**src/rtl/alu_pkg.sv**
```systemverilog
`default_nettype none
// ============================================================================
// Module      : alu_pkg
// Description : Opcodes, field positions and state encoding for alu_issue_ctrl.
// Revision    : 1.0
// ============================================================================
package alu_pkg;

    localparam logic [3:0] c_op_add  = 4'h0;
    localparam logic [3:0] c_op_sub  = 4'h1;
    localparam logic [3:0] c_op_gti  = 4'h2;
    localparam logic [3:0] c_op_and  = 4'h3;
    localparam logic [3:0] c_op_or   = 4'h4;
    localparam logic [3:0] c_op_xor  = 4'h5;
    localparam logic [3:0] c_op_andi = 4'h6;
    localparam logic [3:0] c_op_ori  = 4'h7;
    localparam logic [3:0] c_op_xori = 4'h8;
    localparam logic [3:0] c_op_addi = 4'h9;
    localparam logic [3:0] c_op_subi = 4'hA;
    localparam logic [3:0] c_op_last = c_op_subi;

    localparam int c_op_hi = 15;
    localparam int c_op_lo = 12;
    localparam int c_rd_hi = 11;
    localparam int c_rd_lo = 8;
    localparam int c_rs_hi = 7;
    localparam int c_rs_lo = 4;
    localparam int c_rt_hi = 3;
    localparam int c_rt_lo = 0;

    localparam logic [2:0] c_st_idle = 3'd0;
    localparam logic [2:0] c_st_read = 3'd1;
    localparam logic [2:0] c_st_exec = 3'd2;
    localparam logic [2:0] c_st_wb   = 3'd3;
`ifdef ALU_ISSUE_TRAP_EN
    localparam logic [2:0] c_st_trap = 3'd4;
`endif

    function automatic logic op_is_legal(input logic [3:0] op);
        return op <= c_op_last;
    endfunction

    // gt-imm sits between the register ops in the opcode map
    function automatic logic op_is_imm(input logic [3:0] op);
        return (op == c_op_gti) || ((op >= c_op_andi) && (op <= c_op_subi));
    endfunction

endpackage
`default_nettype wire

```
**src/rtl/alu_issue_regfile.sv**
```systemverilog
`default_nettype none
// ============================================================================
// Module      : alu_issue_regfile
// Description : NREGS x DATA_W register file, two async reads, one sync write,
//               R0 hardwired to zero, async clear.
// Revision    : 1.0
// ============================================================================
module alu_issue_regfile #(
    parameter int DATA_W = 16,
    parameter int NREGS  = 16,
    parameter int AW     = 4
) (
    input  logic              clk,
    input  logic              rst,
    input  logic              i_we,
    input  logic [AW-1:0]     i_waddr,
    input  logic [DATA_W-1:0] i_wdata,
    input  logic [AW-1:0]     i_raddr_a,
    output logic [DATA_W-1:0] o_rdata_a,
    input  logic [AW-1:0]     i_raddr_b,
    output logic [DATA_W-1:0] o_rdata_b
);

    logic [DATA_W-1:0] w_mem [NREGS];

    assign w_mem[0] = '0;

    genvar gi;
    generate
        for (gi = 1; gi < NREGS; gi++) begin : g_reg
            logic [DATA_W-1:0] r_q;
            always_ff @(posedge clk or posedge rst) begin
                if (rst) begin
                    r_q <= '0;
                end else if (i_we && (i_waddr == AW'(gi))) begin
                    r_q <= i_wdata;
                end
            end
            assign w_mem[gi] = r_q;
        end
    endgenerate

    assign o_rdata_a = w_mem[i_raddr_a];
    assign o_rdata_b = w_mem[i_raddr_b];

endmodule
`default_nettype wire

```
**src/rtl/alu_issue_ctrl.sv**
```systemverilog
`default_nettype none
// ============================================================================
// Module      : alu_issue_ctrl
// Description : Four-cycle issue controller driving a combinational 16-bit ALU
//               and writing its result back to a 16x16 register file.
//               Define ALU_ISSUE_TRAP_EN to trap on illegal opcodes.
// Revision    : 1.0
// ============================================================================
module alu_issue_ctrl
    import alu_pkg::*;
#(
    parameter int DATA_W = 16,
    parameter int NREGS  = 16
) (
    input  logic              clock,
    input  logic              reset,
    input  logic              instr_valid,
    input  logic [15:0]       instr,
    output logic              instr_ready,
    output logic [DATA_W-1:0] alu_a,
    output logic [DATA_W-1:0] alu_b,
    output logic [3:0]        alu_select,
    output logic [3:0]        alu_imm,
    input  logic [DATA_W-1:0] alu_result,
    output logic              wb_valid,
    output logic [3:0]        wb_addr,
    output logic [DATA_W-1:0] wb_data,
    output logic              err
);

    logic [2:0]        r_state;
    logic [15:0]       r_instr;
    logic [DATA_W-1:0] r_result;
    logic [DATA_W-1:0] r_alu_a;
    logic [DATA_W-1:0] r_alu_b;
    logic [3:0]        r_alu_sel;
    logic [3:0]        r_alu_imm;

    logic [3:0]        w_op;
    logic [3:0]        w_rd;
    logic [3:0]        w_rs;
    logic [3:0]        w_rt;
    logic              w_legal;
    logic              w_we;
    logic [DATA_W-1:0] w_rdata_s;
    logic [DATA_W-1:0] w_rdata_t;

    assign w_op    = r_instr[c_op_hi:c_op_lo];
    assign w_rd    = r_instr[c_rd_hi:c_rd_lo];
    assign w_rs    = r_instr[c_rs_hi:c_rs_lo];
    assign w_rt    = r_instr[c_rt_hi:c_rt_lo];
    assign w_legal = op_is_legal(w_op);
    assign w_we    = (r_state == c_st_wb) && w_legal;

    alu_issue_regfile #(
        .DATA_W (DATA_W),
        .NREGS  (NREGS),
        .AW     (4)
    ) u_regfile (
        .clk       (clock),
        .rst       (reset),
        .i_we      (w_we),
        .i_waddr   (w_rd),
        .i_wdata   (r_result),
        .i_raddr_a (w_rs),
        .o_rdata_a (w_rdata_s),
        .i_raddr_b (w_rt),
        .o_rdata_b (w_rdata_t)
    );

`ifdef ALU_ISSUE_TRAP_EN
    logic r_err;
    assign err = r_err;
`else
    assign err = 1'b0;
`endif

    always_ff @(posedge clock or posedge reset) begin
        if (reset) begin
            r_state   <= c_st_idle;
            r_instr   <= '0;
            r_result  <= '0;
            r_alu_a   <= '0;
            r_alu_b   <= '0;
            r_alu_sel <= '0;
            r_alu_imm <= '0;
`ifdef ALU_ISSUE_TRAP_EN
            r_err     <= 1'b0;
`endif
        end else begin
            case (r_state)
                c_st_idle: begin
                    if (instr_valid) begin
                        r_instr <= instr;
`ifdef ALU_ISSUE_TRAP_EN
                        if (!op_is_legal(instr[c_op_hi:c_op_lo])) begin
                            r_state <= c_st_trap;
                            r_err   <= 1'b1;
                        end else begin
                            r_state <= c_st_read;
                        end
`else
                        r_state <= c_st_read;
`endif
                    end
                end
                c_st_read: begin
                    // Illegal words leave the ALU inputs untouched
                    if (w_legal) begin
                        r_alu_sel <= w_op;
                        if (op_is_imm(w_op)) begin
                            r_alu_a   <= '0;
                            r_alu_b   <= w_rdata_s;
                            r_alu_imm <= w_rt;
                        end else begin
                            r_alu_a   <= w_rdata_s;
                            r_alu_b   <= w_rdata_t;
                            r_alu_imm <= '0;
                        end
                    end
                    r_state <= c_st_exec;
                end
                c_st_exec: begin
                    r_result <= alu_result;
                    r_state  <= c_st_wb;
                end
                c_st_wb: begin
                    r_state <= c_st_idle;
                end
`ifdef ALU_ISSUE_TRAP_EN
                c_st_trap: begin
                    r_state <= c_st_trap;
                end
`endif
                default: begin
                    r_state <= c_st_idle;
                end
            endcase
        end
    end

    assign instr_ready = (r_state == c_st_idle);
    assign alu_a       = r_alu_a;
    assign alu_b       = r_alu_b;
    assign alu_select  = r_alu_sel;
    assign alu_imm     = r_alu_imm;
    assign wb_valid    = w_we;
    assign wb_addr     = w_rd;
    assign wb_data     = r_result;

endmodule
`default_nettype wire

```
**config.mk**
```make
export PLATFORM = sky130hd
export DESIGN_NAME = alu_issue_ctrl
export DESIGN_NICKNAME = d
export VERILOG_FILES = /design/src/rtl/alu_pkg.sv /design/src/rtl/alu_issue_regfile.sv /design/src/rtl/alu_issue_ctrl.sv
export SDC_FILE = /design/constraint.sdc
export NUM_CORES = 1
export LEC_CHECK = 0
export ABC_CLOCK_PERIOD_IN_PS = 11900
export BUFFER_PORTS_ARGS = -buffer_cell sky130_fd_sc_hd__clkbuf_2
export CORE_MARGIN = 4
export CORE_UTILIZATION = 50
export CTS_BUF_LIST = sky130_fd_sc_hd__clkbuf_4 sky130_fd_sc_hd__clkbuf_8
export DETAILED_ROUTE_END_ITERATION = 8
export HOLD_SLACK_MARGIN = 0.03
export PLACE_DENSITY = 0.68
export REMOVE_ABC_BUFFERS = 1
export SYNTH_ARGS = -nofsm -noshare
export SYNTH_HDL_FRONTEND = slang
export SYNTH_SLANG_ARGS = --single-unit
```
**constraint.sdc**
```tcl
create_clock -name clock -period 11.9 [get_ports clock]
set_input_delay 0 -clock clock [delete_from_list [all_inputs] [get_ports clock]]
set_output_delay 0 -clock clock [all_outputs]
set_load 0.05 [all_outputs]
```
==> flow_metrics.py <==
metrics = {
    "placed_design": {
        "detailed_place_hpwl_um": 24170,
        "finalWeightedCongestion": 0.7829,
        "place.port_buffers": 96,
        "placement.setup.worst_slack_ps": 8725,
    },
    "die": {
        "start_util_pct": 51.15,
        "die-width_um": 185.8,
        "design.portCount": 98,
        "rows": 64,
        "die_area_mm2": 0.03453,
        "die_h_um": 185.8,
        "design.core.area_mm2": 0.03091,
    },
    "global_routing": {
        "grt_antenna_before_repair": 0,
        "grt_start_max_net_pins": 116,
        "grt.overflow.total": 0,
        "grt_pass1_vias": 10550,
        "wire_length_of_the_first_global_routing_pass_um": 64570,
        "global_route.usage.total_pct": 24.64,
    },
    "timing": {
        "final-hold-violation-count": 0,
        "relSlewSlack_pct": 19.24,
        "max_freq_mhz": 315.0,
        "final_number_of_setup_violating_endpoints": 0,
        "timing.final.crit_period_ps": 3175,
        "final_critical_path_setup_slack_ps": 8725,
        "fin_setup_tns_ps": 0,
        "slew_at_the_pin_closest_to_its_max_slew_limit_ps": 1211,
        "final_min_period_over_clock_period_pct": 26.68,
        "finalMaxSlewViolations": 0,
        "skew_final_ps": 18.70,
        "rsz0062_at_grt": "no",
    },
    "synthesis": {
        "synth.top_cell.area_share_pct": 49.70,
        "async_reset_ff_share_pct": 100.0,
        "synth.ff_latch_count": 314,
        "ys_types": 46,
        "synth-compound-area-share_pct": 7.621,
        "synth_xor_xnor_area_share_pct": 0,
        "synthesis.area_mm2": 0.01581,
        "synth-seq-area-share_pct": 49.70,
        "synth_edf_count": 0,
        "synth_cells": 1120,
        "fraction_of_the_mapped_netlist_area_in_adder_cells_pct": 0.3166,
        "yosys_warnings": 0,
        "synth_area_leaders": "sky130_fd_sc_hd__dfrtp_1 50%, sky130_fd_sc_hd__mux2_2 19%, sky130_fd_sc_hd__mux4_2 12%",
        "post-synth-top-area-cell": "sky130_fd_sc_hd__dfrtp_1",
        "combinational_family_with_the_most_area_after_synthesis": "multiplexers",
        "synth_mux_area_share_pct": 36.43,
        "avgSynthCellArea_um2": 14.12,
        "synthSimpleGateAreaFrac_pct": 2.667,
        "ys.flop_type": "sky130_fd_sc_hd__dfrtp_1",
    },
    "routing": {
        "via_count": 10380,
        "postRouteWirelength_um": 42330,
        "drt-vias-per-instance": 6.246,
        "drt_first_pass_iters": 6,
        "detailedRoute.firstIterationViolations": 844,
        "avgRoutedWirePerCell_um": 25.48,
        "remaining_drc_errors": 0,
        "detail-route-antenna-nets": 0,
    },
    "clock_network": {
        "post_cts_buffers": 0,
        "holdBufCountCts": 34,
        "htree_num_levels": 2,
        "post_cts.resized_instances": 0,
        "worst_setup_hold_path_clk_slew_ps": 60,
        "cts.sink_count": 314,
        "cts-root-to-sink-buffers": 3,
        "cts_made_buffers": 53,
        "cts_tree": "done",
        "worstSkewPairLatency_ps": 590,
        "cts-root-buf": "sky130_fd_sc_hd__clkbuf_8",
    },
    "power_and_ir_drop": {
        "clock_power_share_pct": 19.0,
        "seq_power_share_pct": 38.7,
        "p_comb_share_pct": 42.2,
        "power-per-cell-area_mw_per_mm2": 289.5,
        "cell_internal_pwr_mw": 3.060,
        "power_leakage_nw": 8.348,
        "p_sw_mw": 2.154,
        "power.ir.vdd_worst_mv": 0.1684,
        "sw_frac_of_total_pct": 41.31,
    },
    "finish": {
        "most_common_cell_after_layout_fill_and_taps_aside": "sky130_fd_sc_hd__dfrtp_1",
        "layout_common_cells": "309 x sky130_fd_sc_hd__dfrtp_1, 268 x sky130_fd_sc_hd__mux2_2, 96 x sky130_fd_sc_hd__clkbuf_2",
        "final_nets": 1267,
        "layout-drive-gt1-share_pct": 47.11,
        "num_antenna_cells": 0,
        "area_growth_syn_to_fin_pct": 13.94,
    },
    "setup_path": {
        "worstPathCellList": "buf_4 -> mux4_2 -> a22o_1 -> a21oi_1 -> a21oi_1 -> a221o_1",
        "regToRegEndpoint": "alu_b[1]$_DFFE_PP0P_",
        "cp-start-kind": "register",
        "reg2reg_from": "r_instr[4]$_DFFE_PP0P_",
        "criticalPathCategory": "register to register",
        "crit_arrival_ps": 3640,
        "r2r_slack_ps": 8730,
        "kind_of_end_point_of_the_critical_path": "register",
        "critical-path-max-stage-delay_ps": 870,
        "ff2ff_path_depth": 6,
        "crit_top_cell": "sky130_fd_sc_hd__a21oi_1",
        "cp_max_fo": 44,
        "crit_path_top_delay_cell": "sky130_fd_sc_hd__dfrtp_4",
        "cp_data_required_time_ps": 12370,
    },
    "outcome": {
        "status": "finished, final reports clean",
    },
    "min_path": {
        "hp-class": "primary input to asynchronous set/reset pin",
    },
    "flow_run": {
        "timing.max_cap.violations": 0,
    },
}
-- routing by layer --
layer,wire length (um),vias to the layer above,global-route usage [%]
met2,19500,412,38.66
met5,0,-,0
met3,2924,92,4.475
met1,18600,5410,35.47
met4,1298,0,7.461
li1,-,4461,-
-- worst max-delay path by stage --
stage,from,to,slack [ps],cells after the start
floorplan,reset,alu_a[0]$_DFFE_PP0P_,3210,1
global placement,r_instr[4]$_DFFE_PP0P_,alu_b[5]$_DFFE_PP0P_,8820,6
detailed placement,r_instr[4]$_DFFE_PP0P_,alu_b[1]$_DFFE_PP0P_,8720,6
CTS,r_instr[4]$_DFFE_PP0P_,alu_b[1]$_DFFE_PP0P_,8730,6
global route,r_instr[4]$_DFFE_PP0P_,alu_b[3]$_DFFE_PP0P_,8570,6
finish,r_instr[4]$_DFFE_PP0P_,alu_b[1]$_DFFE_PP0P_,8730,6
-- critical path: cells and delay by family, from the launching register on --
kind | cells | cell delay, ps
flops | 1 | 870
mux | 1 | 590
compound gates | 4 | 820
buf+inv | 1 | 750
-- cell usage after synthesis, types with 2 or more instances --
library cell,number
sky130_fd_sc_hd__nand3_1,2
sky130_fd_sc_hd__and2_1,3
sky130_fd_sc_hd__o21ai_0,49
sky130_fd_sc_hd__nor2_2,2
sky130_fd_sc_hd__mux2i_1,32
sky130_fd_sc_hd__buf_1,7
sky130_fd_sc_hd__dfrtp_1,314
sky130_fd_sc_hd__a22o_1,20
sky130_fd_sc_hd__mux2_2,268
sky130_fd_sc_hd__a22oi_1,33
sky130_fd_sc_hd__clkbuf_1,52
sky130_fd_sc_hd__mux4_2,81
sky130_fd_sc_hd__buf_4,13
sky130_fd_sc_hd__nand2b_1,4
sky130_fd_sc_hd__nand2_1,43
sky130_fd_sc_hd__a221o_1,28
sky130_fd_sc_hd__nor2b_1,9
sky130_fd_sc_hd__mux2_1,41
sky130_fd_sc_hd__ha_1,4
sky130_fd_sc_hd__mux2_4,9
sky130_fd_sc_hd__buf_2,32
sky130_fd_sc_hd__nor2_1,10
sky130_fd_sc_hd__a21oi_1,30
sky130_fd_sc_hd__or3_1,4
sky130_fd_sc_hd__inv_1,6
sky130_fd_sc_hd__nor3_2,4
-- flip-flops by register name, indices dropped and copies added, names as in the netlist --
signal and flops:
alu_imm 4, alu_b 16, wb_data 16, alu_a 16
r_state 2, u_regfile.g.r_q 240, r_instr 16, alu_select 4
-- cells by family (layout without fill, tap and decap cells) --
kind of cell,count (synthesis),count (layout)
and+or+nand+nor,86,86
adders and majority gates,4,4
other,1,1
DFF,314,314
muxes,431,431
buffers and inverters,111,256
AOI/OAI and AO/OA,173,173
-- layout make-up --
type / instances / area [um2]
fill: 2511 / 12900
timing repair buffer: 158 / 1031
sequential: 314 / 7871
clock buffer: 87 / 1066
tap: 396 / 495.5
inverter: 6 / 30.03
multi-input combinational: 695 / 7491
clock inverter: 5 / 28.78
-- power by group through the flow --
stage / clock network, mW / logic, mW / registers [mW]
5_1_grt: 1.06 / 2.35 / 2.09
6_report: 0.993 / 2.20 / 2.02
3_3_place_gp: 0 / 2.15 / 2.01
4_1_cts: 1.01 / 2.21 / 2.01
3_5_place_dp: 0 / 2.19 / 2.02
2_1_floorplan: 0 / 1.28 / 2.26
-- per-stage QoR --
stage | power [mW] | utilization (%) | hold slack, ps | cells | area, um2
floorplan | 3.540 | - | 150.6 | 1015 | 15320
global placement | 4.157 | 53.64 | 210.9 | 1535 | 16580
detailed placement | 4.216 | 53.64 | 208.2 | 1535 | 16580
CTS | 5.230 | 58.28 | 140.6 | 1661 | 18010
global route | 5.494 | 58.28 | 170.5 | 1661 | 18010
finish | 5.214 | 58.28 | 99.24 | 1661 | 18010
(Power assumes the default switching activity.)
